`config.mk`:
```
export PLATFORM = sky130hd
export DESIGN_NAME = resize_shift_ctrl_flat
export DESIGN_NICKNAME = d
export VERILOG_FILES = /design/src/rtl/resize_shift_ctrl_if.sv /design/src/rtl/resize_shift_ctrl.sv /design/src/flat_wrapper.sv
export SDC_FILE = /design/constraint.sdc
export NUM_CORES = 1
export LEC_CHECK = 0
export CAP_MARGIN = 5
export CORE_MARGIN = 4
export CORE_UTILIZATION = 53
export DETAILED_ROUTE_END_ITERATION = 12
export GPL_TIMING_DRIVEN = 0
export PLACE_DENSITY = 0.81
export SKIP_CTS_REPAIR_TIMING = 1
export SYNTH_ARGS = -nofsm -noshare
export SYNTH_HDL_FRONTEND = slang
export SYNTH_SLANG_ARGS = --single-unit
```
`constraint.sdc`:
```
create_clock -name clk -period 5.1 [get_ports clk]
set_clock_uncertainty 0.2 [all_clocks]
set_input_delay 1.02 -clock clk [delete_from_list [all_inputs] [get_ports clk]]
set_output_delay 1.02 -clock clk [all_outputs]
set_load 0.03 [all_outputs]
```
`src/rtl/resize_shift_ctrl_if.sv`:
```
// rtl/resize_shift_ctrl_if.sv - control/status bundle between the resize datapath and its gain controller
interface resize_shift_ctrl_if #(
    parameter int SHIFT_WIDTH = 5
) ();
    logic                   en;
    logic                   din_valid;
    logic                   sync_in;
    logic                   warning;
    logic                   force_en;
    logic [SHIFT_WIDTH-1:0] force_val;
    logic [SHIFT_WIDTH-1:0] shift_out;
    logic                   shift_update;
    logic [15:0]            ovf_count;
    logic                   at_limit;

    modport master (
        output en, din_valid, sync_in, warning, force_en, force_val,
        input  shift_out, shift_update, ovf_count, at_limit
    );

    modport slave (
        input  en, din_valid, sync_in, warning, force_en, force_val,
        output shift_out, shift_update, ovf_count, at_limit
    );
endinterface

```
`src/rtl/resize_shift_ctrl.sv`:
```
// rtl/resize_shift_ctrl.sv - closed-loop shift controller for the resize stage
module resize_shift_ctrl #(
    parameter int SHIFT_WIDTH = 5,
    parameter int SHIFT_MIN   = -8,
    parameter int SHIFT_MAX   = 8,
    parameter int SHIFT_INIT  = 6,
    parameter int WINDOW_LEN  = 1024,
    parameter int OVF_THRESH  = 4,
    parameter int QUIET_WINS  = 8,
    parameter int HOLDOFF     = 4
) (
    input  logic                clk,
    input  logic                rst_n,
    resize_shift_ctrl_if.slave  bus
);
    localparam int SCW = (WINDOW_LEN > 2) ? $clog2(WINDOW_LEN) : 1;
    localparam int QCW = $clog2(QUIET_WINS + 1);
    localparam int HCW = $clog2(HOLDOFF + 1);

    localparam logic signed [SHIFT_WIDTH-1:0] MIN_V  = SHIFT_WIDTH'(SHIFT_MIN);
    localparam logic signed [SHIFT_WIDTH-1:0] MAX_V  = SHIFT_WIDTH'(SHIFT_MAX);
    localparam logic signed [SHIFT_WIDTH-1:0] INIT_V = SHIFT_WIDTH'(SHIFT_INIT);
    localparam logic signed [SHIFT_WIDTH-1:0] ONE_V  = SHIFT_WIDTH'(1);

    typedef enum logic [1:0] {ACCUM, EVAL, WAIT_SYNC, SETTLE} state_t;

    state_t                        state_q;
    logic signed [SHIFT_WIDTH-1:0] shift_q;
    logic signed [SHIFT_WIDTH-1:0] shift_d;
    logic signed [SHIFT_WIDTH-1:0] pending_q;
    logic signed [SHIFT_WIDTH-1:0] force_clamped;
    logic                          shift_update_q;
    logic [15:0]                   ovf_count_q;
    logic [15:0]                   warn_q;
    logic [SCW-1:0]                sample_q;
    logic [QCW-1:0]                quiet_q;
    logic [HCW-1:0]                hold_q;

    always_comb begin
        force_clamped = $signed(bus.force_val);
        if ($signed(bus.force_val) < MIN_V)
            force_clamped = MIN_V;
        else if ($signed(bus.force_val) > MAX_V)
            force_clamped = MAX_V;
    end

    // Priority: force overrides disable, disable overrides a loop commit.
    always_comb begin
        shift_d = shift_q;
        if (bus.force_en)
            shift_d = force_clamped;
        else if (!bus.en)
            shift_d = INIT_V;
        else if (state_q == WAIT_SYNC && bus.sync_in)
            shift_d = pending_q;
    end

    always_ff @(posedge clk or negedge rst_n) begin
        if (!rst_n) begin
            state_q        <= ACCUM;
            shift_q        <= INIT_V;
            pending_q      <= INIT_V;
            shift_update_q <= 1'b0;
            ovf_count_q    <= '0;
            warn_q         <= '0;
            sample_q       <= '0;
            quiet_q        <= '0;
            hold_q         <= '0;
        end else begin
            shift_q        <= shift_d;
            shift_update_q <= (shift_d != shift_q);
            if (bus.force_en || !bus.en) begin
                state_q   <= ACCUM;
                pending_q <= INIT_V;
                warn_q    <= '0;
                sample_q  <= '0;
                quiet_q   <= '0;
                hold_q    <= '0;
            end else begin
                case (state_q)
                    ACCUM: begin
                        if (bus.din_valid)
                            sample_q <= sample_q + 1'b1;
                        if (bus.warning && warn_q != 16'hFFFF)
                            warn_q <= warn_q + 16'd1;
                        if (bus.din_valid && sample_q == SCW'(WINDOW_LEN - 1))
                            state_q <= EVAL;
                    end
                    EVAL: begin
                        ovf_count_q <= warn_q;
                        warn_q      <= '0;
                        sample_q    <= '0;
                        state_q     <= ACCUM;
                        if (warn_q >= 16'(OVF_THRESH)) begin
                            quiet_q <= '0;
                            if (shift_q > MIN_V) begin
                                pending_q <= shift_q - ONE_V;
                                state_q   <= WAIT_SYNC;
                            end
                        end else if (warn_q == 16'd0) begin
                            if (quiet_q == QCW'(QUIET_WINS - 1)) begin
                                quiet_q <= '0;
                                if (shift_q < MAX_V) begin
                                    pending_q <= shift_q + ONE_V;
                                    state_q   <= WAIT_SYNC;
                                end
                            end else begin
                                quiet_q <= quiet_q + 1'b1;
                            end
                        end else begin
                            quiet_q <= '0;
                        end
                    end
                    WAIT_SYNC: begin
                        if (bus.sync_in) begin
                            hold_q  <= '0;
                            state_q <= SETTLE;
                        end
                    end
                    default: begin
                        // Datapath still carries samples resized with the old gain.
                        if (hold_q == HCW'(HOLDOFF - 1)) begin
                            hold_q  <= '0;
                            state_q <= ACCUM;
                        end else begin
                            hold_q <= hold_q + 1'b1;
                        end
                    end
                endcase
            end
        end
    end

    assign bus.shift_out    = shift_q;
    assign bus.shift_update = shift_update_q;
    assign bus.ovf_count    = ovf_count_q;
    assign bus.at_limit     = (shift_q == MIN_V) || (shift_q == MAX_V);
endmodule
```
`src/flat_wrapper.sv`:
```
// flat-port wrapper written by rule: the top's interface ports become plain ports
module resize_shift_ctrl_flat 
#(
    parameter int SHIFT_WIDTH = 5,
    parameter int SHIFT_MIN   = -8,
    parameter int SHIFT_MAX   = 8,
    parameter int SHIFT_INIT  = 6,
    parameter int WINDOW_LEN  = 1024,
    parameter int OVF_THRESH  = 4,
    parameter int QUIET_WINS  = 8,
    parameter int HOLDOFF     = 4
)
  (clk, rst_n, bus_en, bus_din_valid, bus_sync_in, bus_warning, bus_force_en, bus_force_val, bus_shift_out, bus_shift_update, bus_ovf_count, bus_at_limit);
  resize_shift_ctrl_if #(.SHIFT_WIDTH(SHIFT_WIDTH)) bus_i ();
  input  logic clk;
  input  logic rst_n;
  input wire logic [$bits(bus_i.en)-1:0] bus_en;
  input wire logic [$bits(bus_i.din_valid)-1:0] bus_din_valid;
  input wire logic [$bits(bus_i.sync_in)-1:0] bus_sync_in;
  input wire logic [$bits(bus_i.warning)-1:0] bus_warning;
  input wire logic [$bits(bus_i.force_en)-1:0] bus_force_en;
  input wire logic [$bits(bus_i.force_val)-1:0] bus_force_val;
  output wire logic [$bits(bus_i.shift_out)-1:0] bus_shift_out;
  output wire logic [$bits(bus_i.shift_update)-1:0] bus_shift_update;
  output wire logic [$bits(bus_i.ovf_count)-1:0] bus_ovf_count;
  output wire logic [$bits(bus_i.at_limit)-1:0] bus_at_limit;
  assign bus_i.en = bus_en;
  assign bus_i.din_valid = bus_din_valid;
  assign bus_i.sync_in = bus_sync_in;
  assign bus_i.warning = bus_warning;
  assign bus_i.force_en = bus_force_en;
  assign bus_i.force_val = bus_force_val;
  assign bus_shift_out = bus_i.shift_out;
  assign bus_shift_update = bus_i.shift_update;
  assign bus_ovf_count = bus_i.ovf_count;
  assign bus_at_limit = bus_i.at_limit;
  resize_shift_ctrl #(.SHIFT_WIDTH(SHIFT_WIDTH), .SHIFT_MIN(SHIFT_MIN), .SHIFT_MAX(SHIFT_MAX), .SHIFT_INIT(SHIFT_INIT), .WINDOW_LEN(WINDOW_LEN), .OVF_THRESH(OVF_THRESH), .QUIET_WINS(QUIET_WINS), .HOLDOFF(HOLDOFF)) u_core (.clk(clk), .rst_n(rst_n), .bus(bus_i));
endmodule
```
==> results of run 1 <==
-- cells in the final DEF (no fill, tap or decap), drive strengths merged, types with 17 or more instances in the layout --
master and count:
o21ai 26, nand3 17, clkdlybuf4s50 31, clkbuf 19, mux2 17, nand2 42, dfrtp 58, xnor2 20
nor2 31
-- worst max-delay path: stages, from the launching register on --
cell	delay [ps]
sky130_fd_sc_hd__dfrtp_1	370
sky130_fd_sc_hd__clkbuf_1	360
sky130_fd_sc_hd__nor4b_1	280
sky130_fd_sc_hd__clkdlybuf4s50_1	730
-- layer usage --
layer / up-vias / wire length (microns) / global-route usage [%]
met5: - / 0 / 0
met4: 0 / 84 / 6.59
met3: 10 / 298 / 4.66
met2: 69 / 3550 / 33.0
met1: 1330 / 3340 / 26.7
li1: 1350 / - / -
-- Yosys cell counts (all sizes together), types with 7 or more instances --
master / count / area share, %
a21oi: 12 / 1.7
nand4: 8 / 1.9
inv: 11 / 1.2
buf: 7 / 1.0
nor2: 31 / 3.4
nor3: 12 / 1.7
o21ai: 26 / 3.8
clkbuf: 9 / 0.98
nor4: 9 / 2.7
dfrtp: 58 / 42
xnor2: 20 / 5.1
nand3: 17 / 2.5
nand2: 42 / 4.7
ha: 8 / 2.9
mux2: 17 / 5.6
-- stage by stage --
| step | power, W | std cells | worst slack [ps] |
|---|---|---|---|
| 2_1_floorplan | 0.000570 | 353 | 2010 |
| 3_3_place_gp | 0.000611 | 462 | 816 |
| 3_5_place_dp | 0.000615 | 463 | 2160 |
| 4_1_cts | 0.00109 | 479 | 1800 |
| 5_1_grt | 0.00112 | 479 | 1660 |
| 6_report | 0.00107 | 479 | 1810 |
-- worst paths after layout --
path	start	endpoint	slack, ps	cells past startpoint
max	u_core.bus.shift_out[3]	bus_at_limit	1810	3
min	u_core.quiet_q[3]	u_core.quiet_q[3]	280	1
max reg2reg	u_core.warn_q[10]	u_core.pending_q[4]	2530	8
min reg2reg	u_core.quiet_q[3]	u_core.quiet_q[3]	280	1
max in group asynchronous	rst_n	u_core.warn_q[9]	3680	2
min in group asynchronous	rst_n	u_core.hold_q[2]	440	1
-- power by group through the flow --
stage	Clock (W)	Combinational [W]	Sequential (W)
2_1_floorplan	0	0.0000486	0.000522
3_3_place_gp	0	0.0000964	0.000514
3_5_place_dp	0	0.000100	0.000514
4_1_cts	0.000480	0.000101	0.000505
5_1_grt	0.000501	0.000112	0.000506
6_report	0.000469	0.0000995	0.000505
-- area by class of cell --
class | count | area [sq um]
Inverter | 11 | 41.3
Fill cell | 529 | 2230
Sequential cell | 62 | 1560
Clock buffer | 10 | 128
Clock inverter | 6 | 86.3
Timing Repair Buffer | 33 | 335
Tap cell | 77 | 96.3
Buffer | 16 | 68.8
Multi-Input combinational cell | 264 | 1780
-- logic make-up after synthesis --
kind of cell / synth area share (%)
adders and majority gates: 3.49
buffers and inverters: 3.20
and+or+nand+nor: 23.4
AOI/OAI and AO/OA: 11.7
muxes: 7.38
DFF: 45.2
xor gates and xnor gates: 5.60
-- flip-flops by register name, indices dropped and copies added, names as in the netlist --
signal and cells:
u_core.bus.ovf_count 16, u_core.warn_q 16, u_core.sample_q 10, u_core.bus.shift_out 5
u_core.pending_q 5, u_core.quiet_q 4, u_core.hold_q 3, u_core.state_q 2
u_core.bus.shift_update 1
==> results.cfg, run 1 <==
[status]
run_status = finished, final reports clean

[final_layout]
fin_area_sq_um = 4090
diodes = 0
syn2layout_area_growth_pct = 18.8
postLayoutCoreUtil_pct = 64.7
number_of_nets_in_the_layout = 418
layout-drive-gt1-share_pct = 13.7

[die]
floorplan.initialDensity_pct = 54.5
die_w_microns = 88.6
placementRows = 29
die_y_microns = 88.6
io-pin-count = 35
floorplan.die_area_sq_um = 7850
core_area_sq_um = 6310

[grt]
grtUsageTotal_pct = 20.2
overflow = 0
grt_pass1_wl_mm = 12.3
antenna_found_initial = 0
number_of_global_route_vias_before_repair = 2665
grt_max_degree = 43

[timing]
timing.final.crit_share_pct = 64.5
number_of_setup_violations_in_the_final_report = 0
tightestPinTransition_ps = 586
hold_viol_final = 0
fin_setup_tns_ps = 0
setup_repair_after_global_routing_missed_its_margin = no
max_freq_ghz = 0.304
slew_violations = 0
slew_headroom_pct = 60.5
finalCriticalPeriod_ps = 3290
fin_worst_hold_slack_ps = 281

[clock_tree]
cts-htree-levels = 3
cts_tree = built
path_clk_slew_ps = 70
clock_latency_ps = 340
clockRootBuffer = sky130_fd_sc_hd__clkbuf_8
cts.sink_count = 62
clock_tree.buffer_depth = 2
clock_buffers_created_by_tritoncts = 9

[worst_setup_path]
worst_ep_required_time_ps = 3880
timing.critical_path.from_type = flop
cp_endpoint_kind = primary output
timing.setup.critical_path_class = flop to primary output
worstPathArrival_ps = 2070
crit_path_max_fanout = 10

[pwr]
comb_power_share_pct = 9.3
power_per_cell_area_nw_per_um2 = 263
switchingPower_w = 0.000263
clock_power_share_pct = 43.7
pwr-share-seq_pct = 47.1
switching_share_pct = 24.5
vdd_drop_max_uv = 175
intPower_w = 0.000810
power.static_leakage_nw = 1.75

[placed_design]
dpl.hpwl_mm = 5.19
routabilityCongestion = 0.841
placedInstanceArea_sq_um = 3870
io_buffers = 32

[route]
avgViaCountPerCell = 5.76
drt-wirelength-per-cell_microns = 15.2
totalWireLength_mm = 7.27
drc = 0
route.antenna.remaining_nets = 0
drt_iter0_markers = 158
num_vias = 2759
dr.pass1.iters = 4

[synthesis]
synth.yosys.seq_area_share_pct = 45.2
ys.flop_type = sky130_fd_sc_hd__dfrtp_1
synth_edf_count = 0
postSynthRegisterBits = 62
ys_async_sr_fraction_pct = 100
mappedNetlistArea_sq_um = 3440
synth_fp_nets = 374
syn_area_per_cell_sq_um = 9.75
netlist_instances = 353
synthDistinctLibCells = 50
yosys_warnings = 0

[min_path]
hold_class = flop to flop

[run]
max-cap-violations = 0
Power figures use the tool's default switching activity.
==> inputs of run 2 (changes only) <==
--- a/config.mk
+++ b/config.mk
@@ -7,10 +7,10 @@
 export LEC_CHECK = 0
 export CAP_MARGIN = 5
 export CORE_MARGIN = 4
-export CORE_UTILIZATION = 53
+export CORE_UTILIZATION = 51
 export DETAILED_ROUTE_END_ITERATION = 12
 export GPL_TIMING_DRIVEN = 0
-export PLACE_DENSITY = 0.81
+export PLACE_DENSITY = 0.82
 export SKIP_CTS_REPAIR_TIMING = 1
 export SYNTH_ARGS = -nofsm -noshare
 export SYNTH_HDL_FRONTEND = slang
==> constraint.sdc (replaced) <==
create_clock -name clk -period 2.74 [get_ports clk]
set_clock_uncertainty 0.2 [all_clocks]
set_input_delay 0.548 -clock clk [delete_from_list [all_inputs] [get_ports clk]]
set_output_delay 0.548 -clock clk [all_outputs]
set_load 0.03 [all_outputs]
==> results.cfg, run 2 (synthesized netlist as in run 1, its figures left out) <==
[worst_setup_path]
timing.critical_path.slowest_stage_cell = sky130_fd_sc_hd__dfrtp_1
timing.setup.critical_path_class = flop to flop
slowest_delay_ps = 460
cp_cell_sequence = nor4_4, nand4_4, ha_1, nand2b_1, a21oi_1, xnor2_1, or4_1, nand3_1
worst-path-buf-inv = 0
path_delay_family = simple AND/OR/NAND/NOR gates
worstPathArrival_ps = 2610
worst_ep_required_time_ps = 2820
crit_path_max_fanout = 8
cp_endpoint_kind = flop
reg2reg_slack_ps = 210
timing.critical_path.from_type = flop

[die]
die_w_microns = 90.2
core_area_sq_um = 6460
floorplan.die_area_sq_um = 8130
placementRows = 29
io-pin-count = 35
die_y_microns = 90.2
floorplan.initialDensity_pct = 53.3

[placed_design]
dpl.hpwl_mm = 5.48
detailedPlace.worstSlack_ps = 165
placedInstanceArea_sq_um = 3870
routabilityCongestion = 0.812
io_buffers = 32

[grt]
number_of_global_route_vias_before_repair = 2716
grt_max_degree = 41
grt_pass1_wl_mm = 12.9
overflow = 0
antenna_found_initial = 0
grtUsageTotal_pct = 19.6

[route]
dr.pass1.iters = 4
avgViaCountPerCell = 5.86
drt_iter0_markers = 160
num_vias = 2828
drt-wirelength-per-cell_microns = 16.0
drc = 0
route.antenna.remaining_nets = 0
totalWireLength_mm = 7.73

[pwr]
power_per_cell_area_nw_per_um2 = 470
vdd_drop_max_uv = 323
power.static_leakage_nw = 1.80

[timing]
setup_ws_ps = 207
fin_worst_hold_slack_ps = -10.7
finalCriticalPeriod_ps = 2530
hold_viol_final = 20
slew_violations = 0
tightestPinTransition_ps = 584
number_of_setup_violations_in_the_final_report = 0
timing.final.crit_share_pct = 92.5
setup_repair_after_global_routing_missed_its_margin = no
max_freq_ghz = 0.395
slew_headroom_pct = 60.7

[final_layout]
fin_area_sq_um = 4120
diodes = 0
layout-drive-gt1-share_pct = 15.0
syn2layout_area_growth_pct = 19.6
mostFrequentLayoutCells = sky130_fd_sc_hd__dfrtp_1 (58), sky130_fd_sc_hd__nand2_1 (41), sky130_fd_sc_hd__nor2_1 (31), sky130_fd_sc_hd__clkdlybuf4s50_1 (30), sky130_fd_sc_hd__o21ai_0 (26)
number_of_nets_in_the_layout = 422
layout.cells.most_common = sky130_fd_sc_hd__dfrtp_1

[clock_tree]
clock_buffers_created_by_tritoncts = 9
cts-htree-levels = 3
cts.sink_count = 62
clock_latency_ps = 340
clockRootBuffer = sky130_fd_sc_hd__clkbuf_8
cts_tree = built
path_clk_slew_ps = 80
clock_tree.buffer_depth = 2

[min_path]
hold_class = input pin to asynchronous set/reset pin

[run]
max-cap-violations = 0

[status]
violated_checks = hold timing
run_status = finished with violations
run 2: worst paths after layout:
| path | cells after the start | startpoint | to |
|---|---|---|---|
| worst max-delay path | 8 | u_core.warn_q[2] | u_core.pending_q[4] |
| worst min-delay path | 1 | rst_n | u_core.bus.ovf_count[13] |
| worst max register to register | 8 | u_core.warn_q[2] | u_core.pending_q[4] |
| worst min register to register | 1 | u_core.quiet_q[3] | u_core.quiet_q[3] |
| max in group asynchronous | 2 | rst_n | u_core.pending_q[2] |
| min in group clk | 1 | u_core.quiet_q[3] | u_core.quiet_q[3] |
run 2: where the power goes:
group / total (W) / internal (W) / switching, W
registers: 0.000940 / 0.000928 / 0.0000120
logic: 0.000186 / 0.0000695 / 0.000117
clock network: 0.000808 / 0.000441 / 0.000367
run 2: through the flow:
| step | power [W] | std cells | util (%) | setup TNS, ps |
|---|---|---|---|---|
| finish | 0.00193 | 483 | 63.7 | 0 |
| global route | 0.00202 | 483 | 63.7 | 0 |
| CTS | 0.00195 | 479 | 63.1 | -149 |
| detailed placement | 0.00114 | 463 | 60.0 | 0 |
| global placement | 0.00114 | 462 | 59.7 | -61860 |
| floorplan | 0.00106 | 353 | - | 0 |
run 2: layout make-up:
cell class,instances,area [sq um]
buffer,16,70.1
clock buffer,10,138
clock inverter,6,61.3
fill,526,2340
inverter,11,41.3
multi-input combinational,264,1780
sequential,62,1560
tap,77,96.3
timing repair buffer,37,368
run 2: worst reg2reg max path, cell delays in order, from the launching register on:
cell,delay [ps]
sky130_fd_sc_hd__dfrtp_1,460
sky130_fd_sc_hd__nor4_4,370
sky130_fd_sc_hd__nand4_4,190
sky130_fd_sc_hd__ha_1,390
sky130_fd_sc_hd__nand2b_1,80
sky130_fd_sc_hd__a21oi_1,160
sky130_fd_sc_hd__xnor2_1,100
sky130_fd_sc_hd__or4_1,430
sky130_fd_sc_hd__nand3_1,90
run 2: routing by layer:
| metal | up-vias | part of all wire [%] | routed length (microns) | global-route usage [%] |
|---|---|---|---|---|
| li1 | 1362 | - | - | - |
| met1 | 1378 | 46 | 3540 | 26.3 |
| met2 | 76 | 48 | 3700 | 31.1 |
| met3 | 12 | 4.3 | 331 | 3.76 |
| met4 | 0 | 2.0 | 154 | 8.29 |
| met5 | - | 0 | 0 | 0 |
==> inputs of run 3 (changes only) <==
--- a/config.mk
+++ b/config.mk
@@ -6,6 +6,7 @@
 export NUM_CORES = 1
 export LEC_CHECK = 0
 export CAP_MARGIN = 5
+export CORE_ASPECT_RATIO = 0.7
 export CORE_MARGIN = 4
 export CORE_UTILIZATION = 51
 export DETAILED_ROUTE_END_ITERATION = 12
==> results.cfg, run 3 (synthesized netlist as in run 1, its figures left out) <==
[route]
routed-wl-met3_microns = 494
dr.pass1.iters = 5
num_vias = 2796
top_layer_used = met4
route.antenna.remaining_nets = 0
wl_met1_mm = 3.77
met2_length_mm = 3.48
drc = 0
drt-wirelength-per-cell_microns = 15.8
avgViaCountPerCell = 5.65
drt_iter0_markers = 174
totalWireLength_mm = 7.83

[worst_setup_path]
timing.setup.critical_path_class = flop to flop
cp_endpoint_kind = flop
worst-path-buf-inv = 0
cp_cell_sequence = nor4_4, nand4_4, ha_1, nor2_1, a21oi_1, xnor2_1, or4_1, nand3_1
crit_path_max_fanout = 6
timing.critical_path.from_type = flop
worstPathArrival_ps = 2680
path_delay_family = simple AND/OR/NAND/NOR gates
timing.critical_path.slowest_stage_cell = sky130_fd_sc_hd__dfrtp_1
slowest_delay_ps = 480
worst_ep_required_time_ps = 2820

[die]
placementRows = 24
floorplan.die_area_sq_um = 8150
die_w_microns = 106
die_y_microns = 76.7
io-pin-count = 35
floorplan.initialDensity_pct = 53.8
core_area_sq_um = 6400

[placed_design]
post-place-cells = 477
placedInstanceArea_sq_um = 3890
detailedPlace.worstSlack_ps = 8.78
routabilityCongestion = 0.853
dpl.hpwl_mm = 5.61
io_buffers = 32

[timing]
tightestPinTransition_ps = 611
finalCriticalPeriod_ps = 2610
setup_repair_after_global_routing_missed_its_margin = no
hold_viol_final = 19
timing.final.crit_share_pct = 95.1
slew_headroom_pct = 59.1
fin_worst_hold_slack_ps = -11.2
setup_ws_ps = 134
number_of_setup_violations_in_the_final_report = 0
slew_violations = 0
max_freq_ghz = 0.384

[final_layout]
fin_area_sq_um = 4120
layout-drive-gt1-share_pct = 14.6
instances_no_fill = 495
layout.cells.most_common = sky130_fd_sc_hd__dfrtp_1
number_of_nets_in_the_layout = 420
fillerInstances = 494
syn2layout_area_growth_pct = 19.6
mostFrequentLayoutCells = sky130_fd_sc_hd__dfrtp_1 (58), sky130_fd_sc_hd__nand2_1 (41), sky130_fd_sc_hd__nor2_1 (31), sky130_fd_sc_hd__clkdlybuf4s50_1 (30), sky130_fd_sc_hd__o21ai_0 (26)
diodes = 0

[grt]
grtUsageTotal_pct = 20.3
overflow = 0
number_of_global_route_vias_before_repair = 2704
antenna_found_initial = 0
grt_pass1_wl_mm = 13.2
grt_max_degree = 41

[status]
violated_checks = hold timing
run_status = finished with violations

[clock_tree]
cts.sink_count = 62
cts-htree-levels = 3
clock_tree.buffer_depth = 2
clockRootBuffer = sky130_fd_sc_hd__clkbuf_8
clock_latency_ps = 340
clock_buffers_created_by_tritoncts = 9
path_clk_slew_ps = 70
cts_tree = built

[pwr]
vdd_drop_max_uv = 236
power_per_cell_area_nw_per_um2 = 459
total_power_w = 0.00189
power.static_leakage_nw = 1.78

[run]
max-cap-violations = 0

[min_path]
hold_class = input pin to asynchronous set/reset pin
## run 3: changes by cell type in the layout (fill, tap and decap cells not counted), sizes merged
cell / delta
clkinv: -2
bufinv: -1
buf: -2
clkbuf: +3
## run 3: layer usage
layer	global-route usage, %	vias to the layer above
met5	0	-
met4	5.56	0
met3	6.21	10
met2	29.7	92
met1	29.3	1338
li1	-	1356
## run 3: worst reg2reg max path, stage by stage, from the launching register on
cell,delay (ps)
sky130_fd_sc_hd__dfrtp_1,480
sky130_fd_sc_hd__nor4_4,400
sky130_fd_sc_hd__nand4_4,200
sky130_fd_sc_hd__ha_1,360
sky130_fd_sc_hd__nor2_1,60
sky130_fd_sc_hd__a21oi_1,200
sky130_fd_sc_hd__xnor2_1,110
sky130_fd_sc_hd__or4_1,430
sky130_fd_sc_hd__nand3_1,100
## run 3: layout make-up
type | instances | area [sq um] | share of cell area (%)
Tap cell | 91 | 114 | 2.77
Inverter | 11 | 41.3 | 1.00
Sequential cell | 62 | 1560 | 37.8
Clock buffer | 13 | 169 | 4.10
Clock inverter | 3 | 17.5 | 0.425
Timing Repair Buffer | 35 | 353 | 8.57
Buffer | 16 | 70.1 | 1.70
Multi-Input combinational cell | 264 | 1800 | 43.6
## run 3: where the power goes
part / leakage, nW / total, W / internal (W) / switching, W
Sequential: 0.844 / 0.000941 / 0.000928 / 0.0000129
Clock: 0.0954 / 0.000761 / 0.000400 / 0.000361
Combinational: 0.839 / 0.000189 / 0.0000704 / 0.000119
Total: 1.78 / 0.00189 / 0.00140 / 0.000493
## run 3: path summary, 6_finish.rpt
path                              startpoint                   to  slack, ps  cells past startpoint
max                        u_core.warn_q[10]  u_core.pending_q[4]        130                      8
max reg2reg                u_core.warn_q[10]  u_core.pending_q[4]        130                      8
min                                    rst_n   u_core.sample_q[9]        -10                      1
max in group asynchronous              rst_n  u_core.pending_q[1]       1680                      2
min in group clk           u_core.quiet_q[3]    u_core.quiet_q[3]        280                      1
min reg2reg                u_core.quiet_q[3]    u_core.quiet_q[3]        280                      1
## run 3: through the flow
| step | util (%) | TNS (ps) |
|---|---|---|
| 2_1_floorplan | - | 0 |
| 3_3_place_gp | 60.6 | -65990 |
| 3_5_place_dp | 60.8 | 0 |
| 4_1_cts | 63.8 | -209 |
| 5_1_grt | 64.4 | 0 |
| 6_report | 64.4 | 0 |
